## src/rtl/brew_sequencer.sv

```systemverilog
// Brew sequencer: turns the sensor FSM status code into heater/pump control,
// produces the error timeout back to the sensor FSM and latches faults for the panel.
module brew_sequencer #(
    parameter int unsigned TIMEOUT_CYC = 16,
    parameter int unsigned HEAT_CYC    = 8,
    parameter int unsigned PUMP_SHORT  = 10,
    parameter int unsigned PUMP_LONG   = 20
) (
    input  logic       clk,
    input  logic       rst_n,
    input  logic       start,
    input  logic       size,
    input  logic       clear,
    input  logic [2:0] status,
    output logic       timer,
    output logic       heater,
    output logic       pump,
    output logic       ready,
    output logic       done,
    output logic       alarm,
    output logic [2:0] err_code
);

    typedef enum logic [2:0] {
        IDLE,
        CHECK,
        WAIT_FIX,
        HEAT,
        BREW,
        DONE_ST,
        FAULT
    } state_t;

    localparam logic [2:0] CODE_ANALYSE = 3'b000;
    localparam logic [2:0] CODE_SENSOR  = 3'b100;
    localparam logic [2:0] CODE_OK      = 3'b101;
    localparam logic [2:0] CODE_NONE    = 3'b000;

    localparam logic [7:0] TIMEOUT_LAST = 8'(TIMEOUT_CYC - 1);
    localparam logic [7:0] TIMEOUT_SAT  = 8'(TIMEOUT_CYC);
    localparam logic [7:0] HEAT_LAST    = 8'(HEAT_CYC - 1);
    localparam logic [7:0] SHORT_LAST   = 8'(PUMP_SHORT - 1);
    localparam logic [7:0] LONG_LAST    = 8'(PUMP_LONG - 1);

    state_t     state, state_next;
    logic [7:0] cnt, cnt_next;
    logic       size_q, size_next;
    logic [2:0] err_next;
    logic       status_err;
    logic [7:0] brew_last;

    assign status_err = (status == 3'b001) || (status == 3'b010) || (status == 3'b011);
    assign brew_last  = size_q ? LONG_LAST : SHORT_LAST;

    always_ff @(posedge clk or negedge rst_n) begin
        if (!rst_n) begin
            state    <= IDLE;
            cnt      <= 8'd0;
            size_q   <= 1'b0;
            err_code <= CODE_NONE;
        end else begin
            state    <= state_next;
            cnt      <= cnt_next;
            size_q   <= size_next;
            err_code <= err_next;
        end
    end

    always_comb begin
        state_next = state;
        cnt_next   = cnt;
        size_next  = size_q;
        err_next   = err_code;
        case (state)
            IDLE: begin
                if (start) begin
                    state_next = CHECK;
                    size_next  = size;
                    cnt_next   = 8'd0;
                end
            end
            CHECK: begin
                if (status == CODE_OK) begin
                    state_next = HEAT;
                    cnt_next   = 8'd0;
                end else if (status_err) begin
                    state_next = WAIT_FIX;
                    err_next   = status;
                    cnt_next   = 8'd0;
                end else if (status == CODE_ANALYSE) begin
                    // A sensor FSM stuck analysing is treated as a sensor fault.
                    if (cnt == TIMEOUT_LAST) begin
                        state_next = FAULT;
                        err_next   = CODE_SENSOR;
                    end else begin
                        cnt_next = cnt + 8'd1;
                    end
                end else begin
                    state_next = FAULT;
                    err_next   = CODE_SENSOR;
                end
            end
            WAIT_FIX: begin
                if (status == CODE_OK) begin
                    state_next = HEAT;
                    err_next   = CODE_NONE;
                    cnt_next   = 8'd0;
                end else if (status_err && (status != err_code)) begin
                    // A new error class restarts the timeout window from zero.
                    err_next = status;
                    cnt_next = 8'd0;
                end else if (status_err || (status == CODE_ANALYSE)) begin
                    if (cnt != TIMEOUT_SAT) begin
                        cnt_next = cnt + 8'd1;
                    end
                end else begin
                    state_next = FAULT;
                    err_next   = CODE_SENSOR;
                end
            end
            HEAT: begin
                if (cnt == HEAT_LAST) begin
                    state_next = BREW;
                    cnt_next   = 8'd0;
                end else begin
                    cnt_next = cnt + 8'd1;
                end
            end
            BREW: begin
                if (cnt == brew_last) begin
                    state_next = DONE_ST;
                    cnt_next   = 8'd0;
                end else begin
                    cnt_next = cnt + 8'd1;
                end
            end
            DONE_ST: begin
                state_next = IDLE;
            end
            FAULT: begin
                err_next = CODE_SENSOR;
                if (clear) begin
                    state_next = IDLE;
                    err_next   = CODE_NONE;
                    cnt_next   = 8'd0;
                end
            end
            default: begin
                state_next = IDLE;
                cnt_next   = 8'd0;
                err_next   = CODE_NONE;
            end
        endcase
    end

    // Outputs decode state only, so reset drops the actuators immediately.
    always_comb begin
        timer  = 1'b0;
        heater = 1'b0;
        pump   = 1'b0;
        ready  = 1'b0;
        done   = 1'b0;
        alarm  = 1'b0;
        case (state)
            IDLE:     ready  = 1'b1;
            WAIT_FIX: timer  = (cnt == TIMEOUT_SAT);
            HEAT:     heater = 1'b1;
            BREW: begin
                heater = 1'b1;
                pump   = 1'b1;
            end
            DONE_ST:  done   = 1'b1;
            FAULT:    alarm  = 1'b1;
            default: begin
                ready = 1'b0;
            end
        endcase
    end

endmodule

```

## config.mk

```make
export PLATFORM = sky130hd
export DESIGN_NAME = brew_sequencer
export DESIGN_NICKNAME = d
export VERILOG_FILES = /design/src/rtl/brew_sequencer.sv
export SDC_FILE = /design/constraint.sdc
export NUM_CORES = 1
export LEC_CHECK = 0
export ABC_AREA = 1
export BUFFER_PORTS_ARGS = -buffer_cell sky130_fd_sc_hd__buf_2
export CORE_ASPECT_RATIO = 1.1
export CORE_UTILIZATION = 55
export DETAILED_ROUTE_END_ITERATION = 16
export GPL_ROUTABILITY_DRIVEN = 0
export PLACE_DENSITY_LB_ADDON = 0.2
export SYNTH_ARGS = -nofsm -noshare
export SYNTH_HDL_FRONTEND = slang
export SYNTH_SLANG_ARGS = --single-unit
export TNS_END_PERCENT = 1
```

## constraint.sdc

```tcl
create_clock -name clk -period 2.2 [get_ports clk]
set_input_delay 0.11 -clock clk [delete_from_list [all_inputs] [get_ports clk]]
set_output_delay 0.11 -clock clk [all_outputs]
set_load 0.01 [all_outputs]
```

==> summary.md, run 1 <==
| Metric | Value |
|---|---|
| EDFF count, synth | 0 |
| Remaining antenna violation count | 0 |
| Highest clock rate | 581 MHz |
| Clk sinks | 15 |
| First-pass GRT wire length | roughly 5400 um |
| Gate Count Post-Synth | 217 |
| Actual slew at the worst max-slew pin | about 0.51 ns |
| Worst Path Required | between 2 and 2.5 ns |
| Status | finished clean |
| PortBufs | 16 |
| CP max stage delay | 0.44 ns |
| Most common cell in the synthesized netlist | nand2_1 |
| Synth area leader | dfrtp_1 |
| CTS root buf | clkbuf_4 |
| Switch Pwr | 0.000845 W |
| #FFs+latches synth | 15 |
| Mapped cell area | 1360 um2 |
| Critical Path, Cell by Cell | inv_2 -> nand2_2 -> nor2_4 -> inv_1 -> nor4_1 -> buf_2 |
| HP Start | size |
| DRC viols | 0 |
| Ys flop type | dfrtp_1 |
| Netlist cell types | 28 |
| Vias per cell | 5.22 |
| FF-to-FF Start | cnt[1]$_DFFE_PN0P_ |
| Proportion of layout cells with a drive suffix above 1 | a little under a fifth |
| Iteration-0 DRC Markers | 34 |
| RSZ-0062 raised after global routing | false |
| Hold Path Sink | size_q$_DFFE_PN0P_ |
| Row count | 18 |
| Average wire per standard cell | approximately 11 um |
| Die Y | about 54 um |
| CTS clk-pin slew, worst paths | ~0.10 ns |
| Maxcap violations | 0 |
| Final Hold Vio Count | 0 |
| Seq/Total Area, Yosys | ~28% |
| Design Power | ~0.0016 W |
| Buf+Inv Stages, Crit Path | 3 |
| Setup Viol. Count Final | 0 |
| Sw frac | a little over half |
| Setup_tns | 0 ns |
| Startpoint types | flip-flop |
| Fin nets | 248 |
| Die ar. | 2670 um2 |
| Ys Warns | 0 |
| Count of pins over their slew limit | 0 |
| Syn_nets | between 200 and 250 |
| I/O Pins | 17 |
| Area used by multi-input combinational logic | 845 um2 |
| CP max-delay cell | dfrtp_1 |
| Via count | between 1000 and 1500 |
| Sequential cell area | around 380 um2 |
| Crit Path Class | flip-flop to primary output |
| DIE WIDTH | slightly below 50 um |
| Vias in the first global route | 1232 |
| Final Critical Period | between 1.5 and 2 ns |
| FF-to-FF path depth | 10 |
| Synth cell count leaders | nand2_1, inv_1, nor2_1 |
| PwrDens | around 1100 nW/um2 |
| CP Capture Type | primary output |
| Final period util | 78.2% |
| Core area | 2300 um2 |
| Worst-path maximum fanout | 8 |
| Cell-internal power | between 0.0007 and 0.0008 W |
| Static leakage | about 0.83 nW |
| Combinational fraction of design power | between 60% and 70% |
| Initial Util | 59.2% |
| All-Layer GR Usage | a little over a quarter |
| FF-to-FF setup slack | between 0.5 and 0.6 ns |
| Ys async rst share | 100% |
| CTS tree | done |
| Total grt overflow | 0 |
| First-pass DRT Iterations | 4 |
| Hpwl dp | ~2400 um |
| Max Buffers Root-to-Sink | 2 |
| RR Endpoint | state[0]$_DFFE_PN0P_ |
| Worst-skew pair later-pin latency | 0.30 ns |
| Peak supply drop | 0.000833 V |
| Antenna violations before repair | 0 |
| Clk_skew | about 0.0046 ns |
| CP arrival | 1.61 ns |
| Yosys top cell area share | between 20 and 30% |
| Total wire length | 3010 um |
| Hold depth | 3 |
| Largest net degree at the start of global routing | 16 |
| Hold WC Path Type | input port to flip-flop |
| Inserted Clock Buffers | 3 |
| Flop pwr share | a little over a quarter |
| Fill cells | between 200 and 250 |
| Layout overhead on the synthesized area | 11.0% |
| Average size of a mapped cell | around 6.3 um2 |
| Relative slew slack | 65.6% |
| Largest cells by area after synthesis | dfrtp_1, nand2_1, nand3_1 |
| Clock share of power | between 10% and 20% |
| # diodes | 0 |
| Htree depth | 1 |
| CP delay by family, top | simple AND/OR/NAND/NOR gates |
==> worst max path at each step <==
stage	from	endpoint	depth (start not counted)	slack (ns)
2_1_floorplan	cnt[1]$_DFFE_PN0P_	state[2]$_DFFE_PN0P_	7	0.73
6_report	state[0]$_DFFE_PN0P_	timer	6	0.48
4_1_cts	state[0]$_DFFE_PN0P_	timer	6	0.46
5_1_grt	cnt[0]$_DFFE_PN0P_	state[0]$_DFFE_PN0P_	8	0.30
3_3_place_gp	cnt[1]$_DFFE_PN0P_	state[0]$_DFFE_PN0P_	7	0.57
3_5_place_dp	cnt[1]$_DFFE_PN0P_	state[0]$_DFFE_PN0P_	7	0.57
==> placed cells by master (no fill, tap or decap), types with 5 or more instances in the layout <==
master and count:
nand3_1 25, dfrtp_1 15, nand3_2 5, nand2_1 57
nand4_1 9, inv_1 31, buf_2 16, nor2_1 30
o21ai_0 9
==> cells by family after synthesis <==
logic type               after synthesis  share of synthesized area [%]
AO/OA/AOI/OAI                         22                           10.5
XOR/XNOR                               1                          0.645
AND/OR/NAND/NOR                      141                           49.2
adder cells (fa/ha/maj)                2                           1.84
flip-flops                            15                           27.6
buffers and inverters                 36                           10.2
==> worst register-to-register path, stage by stage (launching register included) <==
cell and delay (ns):
dfrtp_1 0.43, ha_1 0.24, nand2_1 0.07, inv_1 0.07, nand2_1 0.05, nor2_1 0.09, nor2_1 0.06, a21oi_1 0.17
inv_1 0.07, nor2_2 0.18, o21ai_0 0.11
==> through the flow <==
stage          utilization (%)  area [um2]  hold slack, ns  std cells  setup slack, ns
2_1_floorplan                -        1360          -0.186        217            0.728
3_3_place_gp              64.1        1470          0.0378        262            0.566
3_5_place_dp              64.1        1470          0.0390        262            0.573
4_1_cts                   65.7        1510          0.0420        267            0.458
5_1_grt                   65.7        1510          0.0523        267            0.305
6_report                  65.7        1510          0.0487        267            0.479
==> what timing repair did <==
action	in CTS	in global routing
resized for setup	0	0
hold endpoints to repair	15	0
buffers inserted	0	0
hold buffers	1	0
==> area by class of cell <==
class | instances | share of cell area [%]
clock buffer | 3 | 1.49
clock inverter | 1 | 0.332
inverter | 35 | 8.87
multi-input combinational | 166 | 56.0
sequential | 15 | 24.9
tap | 30 | 2.49
timing repair buffer | 17 | 5.97
==> sequential cells by signal (all words and copies together) (netlist names) <==
| register | count |
|---|---|
| state | 3 |
| err_code | 3 |
| size_q | 1 |
| cnt | 8 |
==> per-layer routing <==
layer | GRT usage (%) | share of wire (%)
met3 | 3.39 | 3.2
met1 | 34.6 | 49
met4 | 10.0 | 1.6
met2 | 46.8 | 46
met5 | 0 | 0
==> power by group through the flow <==
stage	clock, W	sequential, W	combinational [W]
4_1_cts	0.000175	0.000432	0.000996
6_report	0.000168	0.000434	0.000998
3_3_place_gp	0	0.000437	0.000991
5_1_grt	0.000182	0.000445	0.00115
3_5_place_dp	0	0.000438	0.000992
2_1_floorplan	0	0.000437	0.000767
No activity file was read; power rests on OpenSTA's default activity.
==> inputs of run 2 (changes only) <==
--- a/config.mk
+++ b/config.mk
@@ -8,7 +8,7 @@
 export ABC_AREA = 1
 export BUFFER_PORTS_ARGS = -buffer_cell sky130_fd_sc_hd__buf_2
 export CORE_ASPECT_RATIO = 1.1
-export CORE_UTILIZATION = 55
+export CORE_UTILIZATION = 52
 export DETAILED_ROUTE_END_ITERATION = 16
 export GPL_ROUTABILITY_DRIVEN = 0
 export PLACE_DENSITY_LB_ADDON = 0.2
==> constraint.sdc (replaced) <==
create_clock -name clk -period 1.54 [get_ports clk]
set_input_delay 0.077 -clock clk [delete_from_list [all_inputs] [get_ports clk]]
set_output_delay 0.077 -clock clk [all_outputs]
set_load 0.01 [all_outputs]
==> run 2 against run 1 <==
  * The run now ends with setup timing left
  * Global-route usage up 0.76 points
  * Register-to-register slack worse by 0.57 ns
  * Total power up 63%
  * Critical endpoint is now heater
==> summary.md, run 2 (synthesis gave the netlist of run 1 again) <==
| Metric | Value |
|---|---|
| Antenna violations before repair | 0 |
| CP delay by family, top | simple AND/OR/NAND/NOR gates |
| Initial Util | 54.4% |
| Maxcap violations | 0 |
| Final period util | 103% |
| Largest net degree at the start of global routing | 16 |
| Static leakage | approximately 0.92 nW |
| Critical Path, Cell by Cell | nor2_1 -> inv_1 -> nor2_4 -> nor2_1 -> inv_1 -> buf_2 |
| Die ar. | between 2000 and 3000 um2 |
| Die Y | ~56 um |
| Highest clock rate | about 630 MHz |
| CTS tree | done |
| CTS clk-pin slew, worst paths | around 0.090 ns |
| Worst-skew pair later-pin latency | approximately 0.3 ns |
| Post-route cell area | approximately 1700 um2 |
| Core Util, Final | 67.8% |
| CP arrival | 1.51 ns |
| Buf+Inv Stages, Crit Path | 3 |
| Proportion of layout cells with a drive suffix above 1 | between 20 and 30% |
| Startpoint types | flip-flop |
| Vias per cell | 5.14 |
| All-Layer GR Usage | 27.7% |
| Hold WC Path Type | input port to flip-flop |
| Placed cell areas | 1600 um2 |
| Final Critical Period | roughly 1.6 ns |
| Largest register FFs | 8 |
| Actual slew at the worst max-slew pin | 0.372 ns |
| Relative slew slack | ~75% |
| FF-to-FF setup slack | -0.02 ns |
| Via count | 1480 |
| CP Capture Type | primary output |
| DIE WIDTH | 50.7 um |
| Largest Register | cnt |
| Clk sinks | 15 |
| Fin nets | about 270 |
| CP max-delay cell | dfrtp_1 |
| Peak supply drop | ~0.0014 V |
| Remaining antenna violation count | 0 |
| Total grt overflow | 0 |
| Htree depth | 1 |
| HP Start | size |
| Final Hold Vio Count | 0 |
| First-pass GRT wire length | 5860 um |
| Most common cell after layout, fill and taps aside | nand2_1 |
| Clk_skew | 0.00102 ns |
| Worst setup path start | state[1]$_DFFE_PN0P_ |
| Vias in the first global route | roughly 1300 |
| PwrDens | between 1500 and 2000 nW/um2 |
| Most frequent cells in the layout | nand2_1, inv_1, nor2_1 |
| RR Endpoint | cnt[5]$_DFFE_PN0P_ |
| Max Buffers Root-to-Sink | 2 |
| Worst-path maximum fanout | 8 |
| Status | complete, but fails checks |
| PortBufs | 16 |
| First-pass DRT Iterations | 4 |
| Violated checks | setup timing |
| Hpwl dp | 2560 um |
| Hold Path Sink | size_q$_DFFE_PN0P_ |
| Setup WS post-layout | -0.0425 ns |
| Crit Path Class | flip-flop to primary output |
| Row count | 19 |
| Hold depth | 3 |
| Iteration-0 DRC Markers | 33 |
| DRC viols | 0 |
| CP max stage delay | 0.44 ns |
| Core area | about 2500 um2 |
| Layout overhead on the synthesized area | 24.5% |
| Inserted Clock Buffers | 3 |
| RSZ-0062 raised after global routing | true |
| Top Registers | cnt x8, err_code x3, state x3 |
| Total wire length | 3380 um |
| Average wire per standard cell | around 12 um |
| I/O Pins | 17 |
| Count of pins over their slew limit | 0 |
| FF-to-FF path depth | 11 |
| Worst Path Required | about 1.5 ns |
| Setup Viol. Count Final | 10 |
| CTS root buf | clkbuf_4 |
| FF-to-FF Start | state[0]$_DFFE_PN0P_ |
| # diodes | 0 |
==> run 2: cell types whose count changed in the layout (fill, tap and decap cells not counted), moves of 2 or more <==
cell	delta
nor2_1	-3
nor2_2	+2
inv_1	-2
buf_4	+19
inv_2	+2
==> run 2: final cells by class <==
class	instances	area, um2
Clock buffer	4	26.3
Fill cell	232	805
Inverter	35	134
Multi-Input combinational cell	166	872
Sequential cell	15	377
Tap cell	31	38.8
Timing Repair Buffer	37	244
==> run 2: per-stage QoR <==
step,cells,power (W),setup TNS [ns],hold slack [ns],worst slack [ns]
after floorplan,217,0.00172,0,-0.219,0.0685
after global placement,280,0.00223,-0.355,0.0141,-0.0560
after detailed placement,280,0.00225,-0.612,0.0159,-0.0877
after CTS,288,0.00257,-0.337,0.0178,-0.0469
after global routing,288,0.00286,-2.15,0.0337,-0.162
final,288,0.00261,-0.159,0.0136,-0.0425
==> run 2: repair_timing <==
action	4_1_cts	5_1_grt
pin swaps	3	4
hold endpoints to repair	15	0
resized for setup	6	7
endpoints found under the setup margin	16	17
hold buffers	1	0
buffers inserted	3	0
==> run 2: per-layer routing <==
| metal | GRT usage, % | wire length (um) | vias to the layer above |
|---|---|---|---|
| met5 | 0 | 0 | - |
| met4 | 11.9 | 56 | 0 |
| li1 | - | - | 782 |
| met3 | 4.10 | 116 | 5 |
| met1 | 34.3 | 1510 | 660 |
| met2 | 47.0 | 1700 | 33 |
==> run 2: worst register-to-register path, delay by kind of cell, from the launching register on <==
family / cells / cell delay (ns)
AND/OR/NAND/NOR: 7 / 0.67
flip-flops: 1 / 0.42
buffers and inverters: 3 / 0.29
AO/OA/AOI/OAI: 1 / 0.12
==> run 2: power breakdown <==
| group | total (W) | switching [W] | internal (W) |
|---|---|---|---|
| Combinational | 0.00175 | 0.00106 | 0.000692 |
| Clock | 0.000245 | 0.000144 | 0.000101 |
| Sequential | 0.000612 | 0.000107 | 0.000505 |
| Total | 0.00261 | 0.00131 | 0.00130 |
==> run 2: how the worst max path moves through the flow <==
stage	to	slack (ns)	depth (start not counted)
after floorplan	state[2]$_DFFE_PN0P_	0.07	7
after global placement	state[0]$_DFFE_PN0P_	-0.06	7
after detailed placement	err_code[0]$_DFFE_PN0P_	-0.09	7
after CTS	cnt[3]$_DFFE_PN0P_	-0.05	10
after global routing	cnt[5]$_DFFE_PN0P_	-0.16	11
final	heater	-0.04	6
==> inputs of run 3 (changes only) <==
--- a/config.mk
+++ b/config.mk
@@ -8,7 +8,7 @@
 export ABC_AREA = 1
 export BUFFER_PORTS_ARGS = -buffer_cell sky130_fd_sc_hd__buf_2
 export CORE_ASPECT_RATIO = 1.1
-export CORE_UTILIZATION = 52
+export CORE_UTILIZATION = 50
 export DETAILED_ROUTE_END_ITERATION = 16
 export GPL_ROUTABILITY_DRIVEN = 0
 export PLACE_DENSITY_LB_ADDON = 0.2
==> run 3 against run 2 <==
  * The flow still finishes with violations (setup timing)
  * Non-clock buffer count grew 3
  * Global-route usage grew 0.69 points
  * Setup slack lost 0.044 ns
==> summary.md, run 3 (synthesis gave the netlist of run 1 again) <==
| Metric | Value |
|---|---|
| Iteration-0 DRC Markers | between 70 and 80 |
| First-pass GRT wire length | 6150 um |
| PortBufs | 16 |
| PwrDens | approximately 1500 nW/um2 |
| Worst-skew pair later-pin latency | 0.30 ns |
| Layout overhead on the synthesized area | 28.6% |
| Cell-internal power | about 0.0013 W |
| Setup Viol. Count Final | 16 |
| Startpoint types | flip-flop |
| Flop pwr share | 22.8% |
| Violated checks | setup timing |
| Clk sinks | 15 |
| CP arrival | between 1.5 and 2 ns |
| Hpwl dp | about 2600 um |
| Area used by multi-input combinational logic | just over 900 um2 |
| Proportion of layout cells with a drive suffix above 1 | a little under a third |
| Hold WC Path Type | input port to flip-flop |
| Average wire per standard cell | ~12 um |
| CTS tree | done |
| Destination of the critical timing path | state[2]$_DFFE_PN0P_ |
| Clock share of power | under 10% |
| CTS clk-pin slew, worst paths | ~0.1 ns |
| First-pass DRT Iterations | 4 |
| Crit Path Class | flip-flop to flip-flop |
| FF-to-FF Start | cnt[1]$_DFFE_PN0P_ |
| Sw frac | 51.2% |
| Vias per cell | between 5 and 6 |
| Die ar. | a little under 3000 um2 |
| Count of pins over their slew limit | 0 |
| CP max stage delay | 0.43 ns |
| # diodes | 0 |
| Post-Place Setup Slack | -0.0718 ns |
| CP max-delay cell | dfrtp_1 |
| Most frequent cells in the layout | nand2_1, nor2_1, nand3_1, inv_1, buf_4 |
| I/O Pins | 17 |
| Critical Path, Cell by Cell | ha_2 -> nand3_1 -> o21ai_2 -> or2_1 -> nand2_1 -> nor2_4 -> nand2_1 -> o21ai_0 |
| Highest clock rate | a little over 600 MHz |
| Initial Util | between 50 and 60% |
| Static leakage | between 0.9 and 1 nW |
| Worst path most repeated cell | nand2_1 |
| Worst Path Required | approximately 1.8 ns |
| Switch Pwr | ~0.0014 W |
| Setup WS post-layout | -0.0863 ns |
| Post-route cell area | about 1700 um2 |
| Most common cell after layout, fill and taps aside | nand2_1 |
| DRC viols | 0 |
| Worst-path maximum fanout | 6 |
| Largest register FFs | 8 |
| Die Y | around 57 um |
| Worst setup path start | cnt[1]$_DFFE_PN0P_ |
| Htree depth | 1 |
| Peak supply drop | 0.00119 V |
| Row count | 19 |
| Combinational fraction of design power | 68.0% |
| Core Util, Final | between 60 and 70% |
| Fill cells | about 230 |
| Antenna violations before repair | 0 |
| Top Registers | cnt x8, err_code x3, state x3 |
| CP Capture Type | flip-flop |
| Fin nets | between 200 and 300 |
| Relative slew slack | between 60% and 70% |
| FF-to-FF path depth | 8 |
| Final Critical Period | 1.63 ns |
| Total wire length | ~3600 um |
| FF-to-FF setup slack | -0.09 ns |
| Largest Register | cnt |
| Status | complete, but fails checks |
| Max Buffers Root-to-Sink | 2 |
| Clk_skew | between 0.007 and 0.008 ns |
| Setup_tns | -0.608 ns |
| Via count | between 1500 and 2000 |
| Placed cell areas | ~1600 um2 |
| RSZ-0062 raised after global routing | true |
| Final period util | 106% |
| CTS root buf | clkbuf_4 |
| Largest net degree at the start of global routing | 16 |
| Actual slew at the worst max-slew pin | just under 0.5 ns |
| DIE WIDTH | around 52 um |
| Core area | 2540 um2 |
| Final Hold Vio Count | 0 |
| All-Layer GR Usage | about 28% |
| Total grt overflow | 0 |
| RR Endpoint | state[2]$_DFFE_PN0P_ |
| Sequential cell area | 375 um2 |
| Inserted Clock Buffers | 3 |
| Remaining antenna violation count | 0 |
| Maxcap violations | 0 |
| Vias in the first global route | about 1400 |
run 3: what timing repair did:
action                                 CTS  global route
setup endpoints to repair               15            18
pin swaps                                7             2
setup buffers                            5             0
hold buffers                             1             0
gates resized for setup                 19             4
endpoints found under the hold margin   15             0
run 3: through the flow:
step           total power [W]  hold slack, ns  cells
2_1_floorplan          0.00172          -0.219    217
3_3_place_gp           0.00219         0.00895    282
3_5_place_dp           0.00220          0.0114    282
4_1_cts                0.00264          0.0123    291
5_1_grt                0.00291          0.0262    291
6_report               0.00266          0.0113    291
run 3: power by group through the flow:
stage                     Clock (W)  Combinational, W  Sequential (W)
after floorplan                   0           0.00110        0.000625
after global placement            0           0.00158        0.000606
after CTS                  0.000254           0.00178        0.000603
final                      0.000245           0.00181        0.000607
after detailed placement          0           0.00159        0.000606
after global routing       0.000273           0.00202        0.000619
run 3: worst min path at each step:
| stage | from | end | slack [ns] | depth (start not counted) |
|---|---|---|---|---|
| after floorplan | rst_n | cnt[0]$_DFFE_PN0P_ | -0.22 | 0 |
| after global routing | size | size_q$_DFFE_PN0P_ | 0.03 | 3 |
| after detailed placement | rst_n | err_code[0]$_DFFE_PN0P_ | 0.01 | 1 |
| final | size | size_q$_DFFE_PN0P_ | 0.01 | 3 |
| after CTS | size | size_q$_DFFE_PN0P_ | 0.01 | 3 |
| after global placement | rst_n | err_code[0]$_DFFE_PN0P_ | 0.009 | 1 |
run 3: area by class of cell:
class | count | area share (%)
Multi-Input combinational cell | 166 | 52.0
Sequential cell | 15 | 21.5
Timing Repair Buffer | 40 | 15.0
Inverter | 35 | 7.66
Tap cell | 31 | 2.22
Clock buffer | 3 | 1.29
Clock inverter | 1 | 0.286
run 3: critical path, delay by kind of cell (launching register included):
family	cells	cell delay [ns]
AND/OR/NAND/NOR	5	0.58
flip-flops	1	0.43
AO/OA/AOI/OAI	2	0.30
adder cells (fa/ha/maj)	1	0.22
run 3: routing by layer:
| metal | vias to the layer above | part of all wire (%) | global-route usage, % | wire [um] |
|---|---|---|---|---|
| li1 | 797 | - | - | - |
| met2 | 37 | 48 | 43.0 | 1730 |
| met5 | - | 0 | 0 | 0 |
| met1 | 715 | 45 | 37.2 | 1620 |
| met3 | 13 | 3.5 | 4.88 | 127 |
| met4 | 0 | 3.2 | 16.6 | 115 |
